<file path="src/rtl/cache_definition.sv">
// Shared types and constants for the CPU <-> sa_cache interface.
//   cpu_to_cache_type : request from the CPU side to the cache (data, addr, rw, valid)
//   cache_to_cpu_type : response from the cache (data, ready, stopped)
//   cpu_req_type      : one queued CPU request (FIFO entry of cpu_req_buffer)
package cache_definition;

    localparam int unsigned ADDR_W = 20;
    localparam int unsigned DATA_W = 32;

    // rw: 1 = write, 0 = read
    typedef struct packed {
        logic [DATA_W-1:0] data;
        logic [ADDR_W-1:0] addr;
        logic              rw;
        logic              valid;
    } cpu_to_cache_type;

    typedef struct packed {
        logic [DATA_W-1:0] data;
        logic              ready;
        logic              stopped;
    } cache_to_cpu_type;

    typedef struct packed {
        logic              rw;
        logic [ADDR_W-1:0] addr;
        logic [DATA_W-1:0] data;
    } cpu_req_type;

endpackage

</file>
<file path="src/rtl/sync_fifo.sv">
// Single-clock FIFO with registered pointers and occupancy count.
// Ports:
//   clk, rst        : clock, asynchronous active-high reset
//   push, wdata     : write request and data (ignored when full)
//   pop             : read request (ignored when empty)
//   rdata           : current head entry (valid when !empty)
//   full, empty     : occupancy flags from registered count
//   count           : number of stored entries, 0..DEPTH
// DEPTH must be a power of two so the pointers wrap naturally.
module sync_fifo #(
    parameter int unsigned WIDTH = 8,
    parameter int unsigned DEPTH = 4
) (
    input  logic                     clk,
    input  logic                     rst,
    input  logic                     push,
    input  logic [WIDTH-1:0]         wdata,
    input  logic                     pop,
    output logic [WIDTH-1:0]         rdata,
    output logic                     full,
    output logic                     empty,
    output logic [$clog2(DEPTH):0]   count
);

    localparam int unsigned PtrW = $clog2(DEPTH);
    localparam int unsigned CntW = $clog2(DEPTH) + 1;

    logic [WIDTH-1:0] mem [DEPTH];
    logic [PtrW-1:0]  wr_ptr_q, rd_ptr_q;
    logic [CntW-1:0]  count_q, count_d;
    logic             push_en, pop_en;

    assign full    = (count_q == CntW'(DEPTH));
    assign empty   = (count_q == '0);
    assign count   = count_q;
    assign rdata   = mem[rd_ptr_q];

    // A push while full is dropped even if a pop frees a slot on the same edge.
    assign push_en = push && !full;
    assign pop_en  = pop && !empty;

    always_comb begin
        count_d = count_q;
        case ({push_en, pop_en})
            2'b10:   count_d = count_q + CntW'(1);
            2'b01:   count_d = count_q - CntW'(1);
            default: ;
        endcase
    end

    always_ff @(posedge clk or posedge rst) begin
        if (rst) begin
            wr_ptr_q <= '0;
            rd_ptr_q <= '0;
            count_q  <= '0;
        end else begin
            count_q <= count_d;
            if (push_en) wr_ptr_q <= wr_ptr_q + PtrW'(1);
            if (pop_en)  rd_ptr_q <= rd_ptr_q + PtrW'(1);
        end
    end

    // Storage needs no reset: contents are never observed while empty.
    always_ff @(posedge clk) begin
        if (push_en) mem[wr_ptr_q] <= wdata;
    end

endmodule

</file>
<file path="src/rtl/cpu_req_buffer.sv">
// In-order request buffer between the CPU and sa_cache.
// Queues CPU requests, issues them to the cache (holding while stopped), limits
// the number of unanswered reads, returns read data and flags stray responses.
// Ports:
//   clk, rst        : clock, asynchronous active-high reset
//   req_valid/rw/addr/data, req_ready : CPU request channel (rw 1 = write)
//   cpu_to_cache    : request to the cache, driven from the FIFO head
//   cache_to_cpu    : cache response (data, ready, stopped)
//   rsp_valid/data  : registered read response to the CPU
//   rd_outstanding  : reads issued and not yet answered
//   proto_err       : sticky flag, ready seen with no read outstanding
module cpu_req_buffer
    import cache_definition::*;
#(
    parameter int unsigned DEPTH  = 4,
    parameter int unsigned MAX_RD = 4
) (
    input  logic                    clk,
    input  logic                    rst,
    input  logic                    req_valid,
    input  logic                    req_rw,
    input  logic [ADDR_W-1:0]       req_addr,
    input  logic [DATA_W-1:0]       req_data,
    output logic                    req_ready,
    output cpu_to_cache_type        cpu_to_cache,
    input  cache_to_cpu_type        cache_to_cpu,
    output logic                    rsp_valid,
    output logic [DATA_W-1:0]       rsp_data,
    output logic [$clog2(MAX_RD):0] rd_outstanding,
    output logic                    proto_err
);

    localparam int unsigned CntW = $clog2(DEPTH) + 1;
    localparam int unsigned RdW  = $clog2(MAX_RD) + 1;

    cpu_req_type       wr_entry, head;
    logic              fifo_push, fifo_pop, fifo_full, fifo_empty;
    logic [CntW-1:0]   fifo_count;

    logic [RdW-1:0]    rd_cnt_q, rd_cnt_d;
    logic              rd_inc, rd_dec, rd_room, issue_valid;
    logic              rsp_valid_q;
    logic [DATA_W-1:0] rsp_data_q;
    logic              proto_err_q;

    assign wr_entry = '{rw: req_rw, addr: req_addr, data: req_data};

    assign req_ready = (fifo_count != CntW'(DEPTH));
    assign fifo_push = req_valid && !fifo_full;

    sync_fifo #(
        .WIDTH ($bits(cpu_req_type)),
        .DEPTH (DEPTH)
    ) u_fifo (
        .clk   (clk),
        .rst   (rst),
        .push  (fifo_push),
        .wdata (wr_entry),
        .pop   (fifo_pop),
        .rdata (head),
        .full  (fifo_full),
        .empty (fifo_empty),
        .count (fifo_count)
    );

    // Writes never wait for read credit; only a read head is throttled.
    assign rd_room     = (rd_cnt_q < RdW'(MAX_RD));
    assign issue_valid = !fifo_empty && (head.rw || rd_room);
    assign fifo_pop    = issue_valid && !cache_to_cpu.stopped;

    always_comb begin
        cpu_to_cache = '0;
        if (!fifo_empty) begin
            cpu_to_cache.data = head.data;
            cpu_to_cache.addr = head.addr;
            cpu_to_cache.rw   = head.rw;
        end
        cpu_to_cache.valid = issue_valid;
    end

    assign rd_inc = fifo_pop && !head.rw;
    assign rd_dec = cache_to_cpu.ready && (rd_cnt_q != '0);

    always_comb begin
        rd_cnt_d = rd_cnt_q;
        case ({rd_inc, rd_dec})
            2'b10:   rd_cnt_d = rd_cnt_q + RdW'(1);
            2'b01:   rd_cnt_d = rd_cnt_q - RdW'(1);
            default: ;
        endcase
    end

    always_ff @(posedge clk or posedge rst) begin
        if (rst) begin
            rd_cnt_q    <= '0;
            rsp_valid_q <= 1'b0;
            rsp_data_q  <= '0;
            proto_err_q <= 1'b0;
        end else begin
            rd_cnt_q    <= rd_cnt_d;
            rsp_valid_q <= cache_to_cpu.ready;
            // Unsolicited data is still forwarded; the error flag records it.
            if (cache_to_cpu.ready) rsp_data_q <= cache_to_cpu.data;
            if (cache_to_cpu.ready && (rd_cnt_q == '0)) proto_err_q <= 1'b1;
        end
    end

    assign rsp_valid      = rsp_valid_q;
    assign rsp_data       = rsp_data_q;
    assign rd_outstanding = rd_cnt_q;
    assign proto_err      = proto_err_q;

endmodule

</file>
<file path="config.mk">
export PLATFORM = sky130hd
export DESIGN_NAME = cpu_req_buffer
export DESIGN_NICKNAME = d
export VERILOG_FILES = /design/src/rtl/cache_definition.sv /design/src/rtl/sync_fifo.sv /design/src/rtl/cpu_req_buffer.sv
export SDC_FILE = /design/constraint.sdc
export NUM_CORES = 1
export LEC_CHECK = 0
export ABC_AREA = 1
export CORE_MARGIN = 8
export CORE_UTILIZATION = 55
export DETAILED_ROUTE_END_ITERATION = 7
export PLACE_DENSITY_LB_ADDON = 0.3
export SLEW_MARGIN = 40
export SYNTH_ARGS = -nofsm -noshare
export SYNTH_HDL_FRONTEND = slang
export SYNTH_SLANG_ARGS = --single-unit
</file>
<file path="constraint.sdc">
create_clock -name clk -period 5.3 [get_ports clk]
set_clock_uncertainty 0.2 [all_clocks]
set_input_delay 1.06 -clock clk [delete_from_list [all_inputs] [get_ports clk]]
set_output_delay 1.06 -clock clk [all_outputs]
set_load 0.03 [all_outputs]
</file>
==> results_dict.tcl <==
set metrics [dict create \
    grt_max_degree 109 \
    clk_path_buf_depth 3 \
    cp_data_required_time_ns 4.04 \
    dp_slack_ns 1.33 \
    setup_viol_count_final 0 \
    syn-num-nets 936 \
    synth-seq-cells 256 \
    cts.repair.resized 0 \
    cts_hold_buf 0 \
    io_pins 182 \
    drtAntennaViolNets 0 \
    use_met1_pct 23.9 \
    maxSlewHeadroom_pct 47.3 \
    h-tree-depth 1 \
    diodes 0 \
    cts_tree "done" \
    rows 49 \
    via_per_inst 5.25 \
    grt_pass1_wl_mm 35.3 \
    cts_made_buffers 26 \
    worstSetupPathType "reg2out" \
    grt.met2_usage_pct 33.3 \
    grt_pass1_vias 6837 \
    rsz0062_at_grt "no" \
    fin_crit_ns 4.51 \
    ys_warn_count 0 \
    fin_tns_setup_ns 0 \
    setup_ws_ns 0.786 \
    synth_area_um2 10100 \
    synth.area.mux_share_pct 0 \
    finalPower_mw 7.79 \
    slew_violations 0 \
    max_freq_ghz 0.222 \
    synthCells 838 \
    io_buffers 181 \
    rrSetupSlack_ns 2.07 \
    routed_wl_mm 22.4 \
    grt_use_total_pct 19.7 \
    hp-class "reg2reg" \
    ys_types 26 \
    cts.sinks 256 \
    wl_per_cell_um 17.7 \
    timing.rr.end "u_fifo.count[2]" \
    overflow 0 \
    finalCoreUtilization_pct 71.7 \
    tightest_slew_ns 0.788 \
    grt-busiest-layer "met2" \
    r2r-start "u_fifo.rd_ptr_q[0]" \
    die_area_um2 22900 \
    hold_violations 0 \
    clk_latency_ns 0.51 \
    dpl.hpwl_mm 13.7 \
    drt-initial-drc-count 362 \
    cp.arrival_ns 3.25 \
    max-cap-violations 0 \
    powerDensity_nw_per_um2 605 \
    outcome "finished clean" \
    p_leak_nw 4.74 \
    gp_congestion 0.764 \
    area_growth_pct 27.8 \
    crit_fanout 64 \
    synth_simple_gate_area_share_pct 12.8 \
    core_um2 18000 \
    start_util_pct 56.1 \
    synth_xor_area_share_pct 0.435 \
    period_share_pct 85.2 \
    reg2reg_depth 13 \
    antenna_found_initial 0 \
    syn_area_per_cell_um2 12.0 \
    synth_fa_ha_area_share_pct 1.14 \
    clockRootBuffer "clkbuf_16" \
    end_kind "output pin" \
    cp-start-kind "register" \
    routed-via-count 6623 \
    vdd_drop_max_v 0.000466 \
    drc 0 \
    drive_gt1_share_pct 6.01 \
    die_w_um 151 \
    dieHeight_um 151 \
    path_clk_slew_ns 0.06 \
    ys_seq_area_share_pct 74.1 \
    hold_path_end "rsp_data[14]" \
    drt_first_pass_iters 5 \
    synth-compound-area-share_pct 8.24 \
    min_path_cells 2 \
    num-nets-final 1111 \
    worstHoldStart "rsp_data[14]" \
    cts_setup_buffers 0 \
    synth_top_family_by_area "simple AND/OR/NAND/NOR gates" \
    grt_use_met3_pct 6.18 \
]
-- synth_stat cells --
| library cell | instances | share of area (%) |
|---|---|---|
| a21oi_1 | 56 | 2.8 |
| a31o_2 | 1 | 0.087 |
| buf_1 | 1 | 0.037 |
| buf_2 | 17 | 0.84 |
| buf_4 | 6 | 0.45 |
| buf_6 | 3 | 0.34 |
| clkbuf_1 | 19 | 0.71 |
| clkbuf_2 | 1 | 0.050 |
| dfrtp_1 | 44 | 11 |
| edfxtp_1 | 212 | 63 |
| fa_1 | 2 | 0.40 |
| ha_1 | 6 | 0.75 |
| inv_1 | 18 | 0.67 |
| inv_2 | 3 | 0.11 |
| inv_4 | 1 | 0.062 |
| nand2_1 | 108 | 4.0 |
| nand2_2 | 2 | 0.12 |
| nand2_4 | 1 | 0.11 |
| nand3_1 | 5 | 0.25 |
| nand3_2 | 1 | 0.099 |
| nand4_1 | 2 | 0.12 |
| nor2_1 | 216 | 8.0 |
| o21ai_0 | 59 | 2.9 |
| o21ai_1 | 49 | 2.4 |
| xnor2_1 | 2 | 0.17 |
| xor2_1 | 3 | 0.26 |
-- sequential cells by signal, indices dropped and copies added, names as in the netlist --
| register | count |
|---|---|
| u_fifo.mem | 212 |
| rsp_data | 32 |
| rd_outstanding | 3 |
| u_fifo.count | 3 |
| u_fifo.rd_ptr_q | 2 |
| u_fifo.wr_ptr_q | 2 |
| proto_err | 1 |
| rsp_valid | 1 |
-- worst max-delay path: stages, from the launching register on --
cell             delay, ns
dfrtp_4               0.76
buf_4                 0.62
nor2_1                0.10
nor2_1                0.10
o21ai_0               0.09
a21oi_1               0.26
clkdlybuf4s50_1       0.72
-- routing by layer --
layer  vias up  share of wire [%]
met4         0                1.6
met2       229                 49
met3        28                9.4
li1       3221                  -
met1      3145                 40
met5         -                  0
-- kinds of logic (layout without fill, tap and decap cells) --
kind of cell / count (synthesis) / in the layout
and+or+nand+nor: 335 / 335
adders and majority gates: 8 / 8
DFF: 256 / 256
xor gates and xnor gates: 5 / 5
AOI/OAI and AO/OA: 165 / 165
buffers and inverters: 69 / 263
-- layout make-up --
cell class | count | area (µm²)
timing repair buffer | 194 | 1930
clock buffer | 33 | 698
fill | 1229 | 5090
tap | 229 | 287
inverter | 22 | 90.1
clock inverter | 14 | 87.6
multi-input combinational | 513 | 2310
sequential | 256 | 7470
-- metrics by stage --
step / hold WS [ns] / instances / cell area [µm²]
2_1_floorplan: 0.246 / 838 / 10100
3_3_place_gp: 0.255 / 1214 / 12100
3_5_place_dp: 0.260 / 1214 / 12100
4_1_cts: 0.275 / 1261 / 12900
5_1_grt: 0.277 / 1261 / 12900
6_report: 0.274 / 1261 / 12900
-- cell usage in the layout, fill, tap and decap left out, types with 2 or more instances in the layout --
master and n:
nand2_2 2, buf_12 2, nor2_1 212, xor2_1 3, o21ai_0 59, nand4_1 2, buf_4 11, nand2_1 108
clkinv_1 8, clkbuf_16 27, inv_2 3, dfrtp_1 42, clkinv_2 4, o21ai_1 49, clkbuf_1 6, nor2_4 4
clkdlybuf4s50_1 181, xnor2_1 2, a21oi_1 56, nand3_1 5, inv_1 17, ha_1 6, fa_1 2, edfxtp_1 212
-- power by group --
group	switching [mW]	internal [mW]	total, mW
Sequential	0.162	2.60	2.77
Clock	0.690	0.973	1.66
Combinational	2.17	1.19	3.36
-- worst max-delay path by stage --
stage	depth (start not counted)	from	end
after floorplan	2	req_valid	u_fifo.mem[0][0]
after global placement	10	cache_to_cpu[1]	rd_outstanding[2]
after detailed placement	6	u_fifo.rd_ptr_q[0]	cpu_to_cache[18]
after CTS	6	u_fifo.rd_ptr_q[0]	cpu_to_cache[18]
after global routing	6	u_fifo.rd_ptr_q[0]	cpu_to_cache[12]
final	6	u_fifo.rd_ptr_q[0]	cpu_to_cache[11]
(Power assumes the default switching activity.)
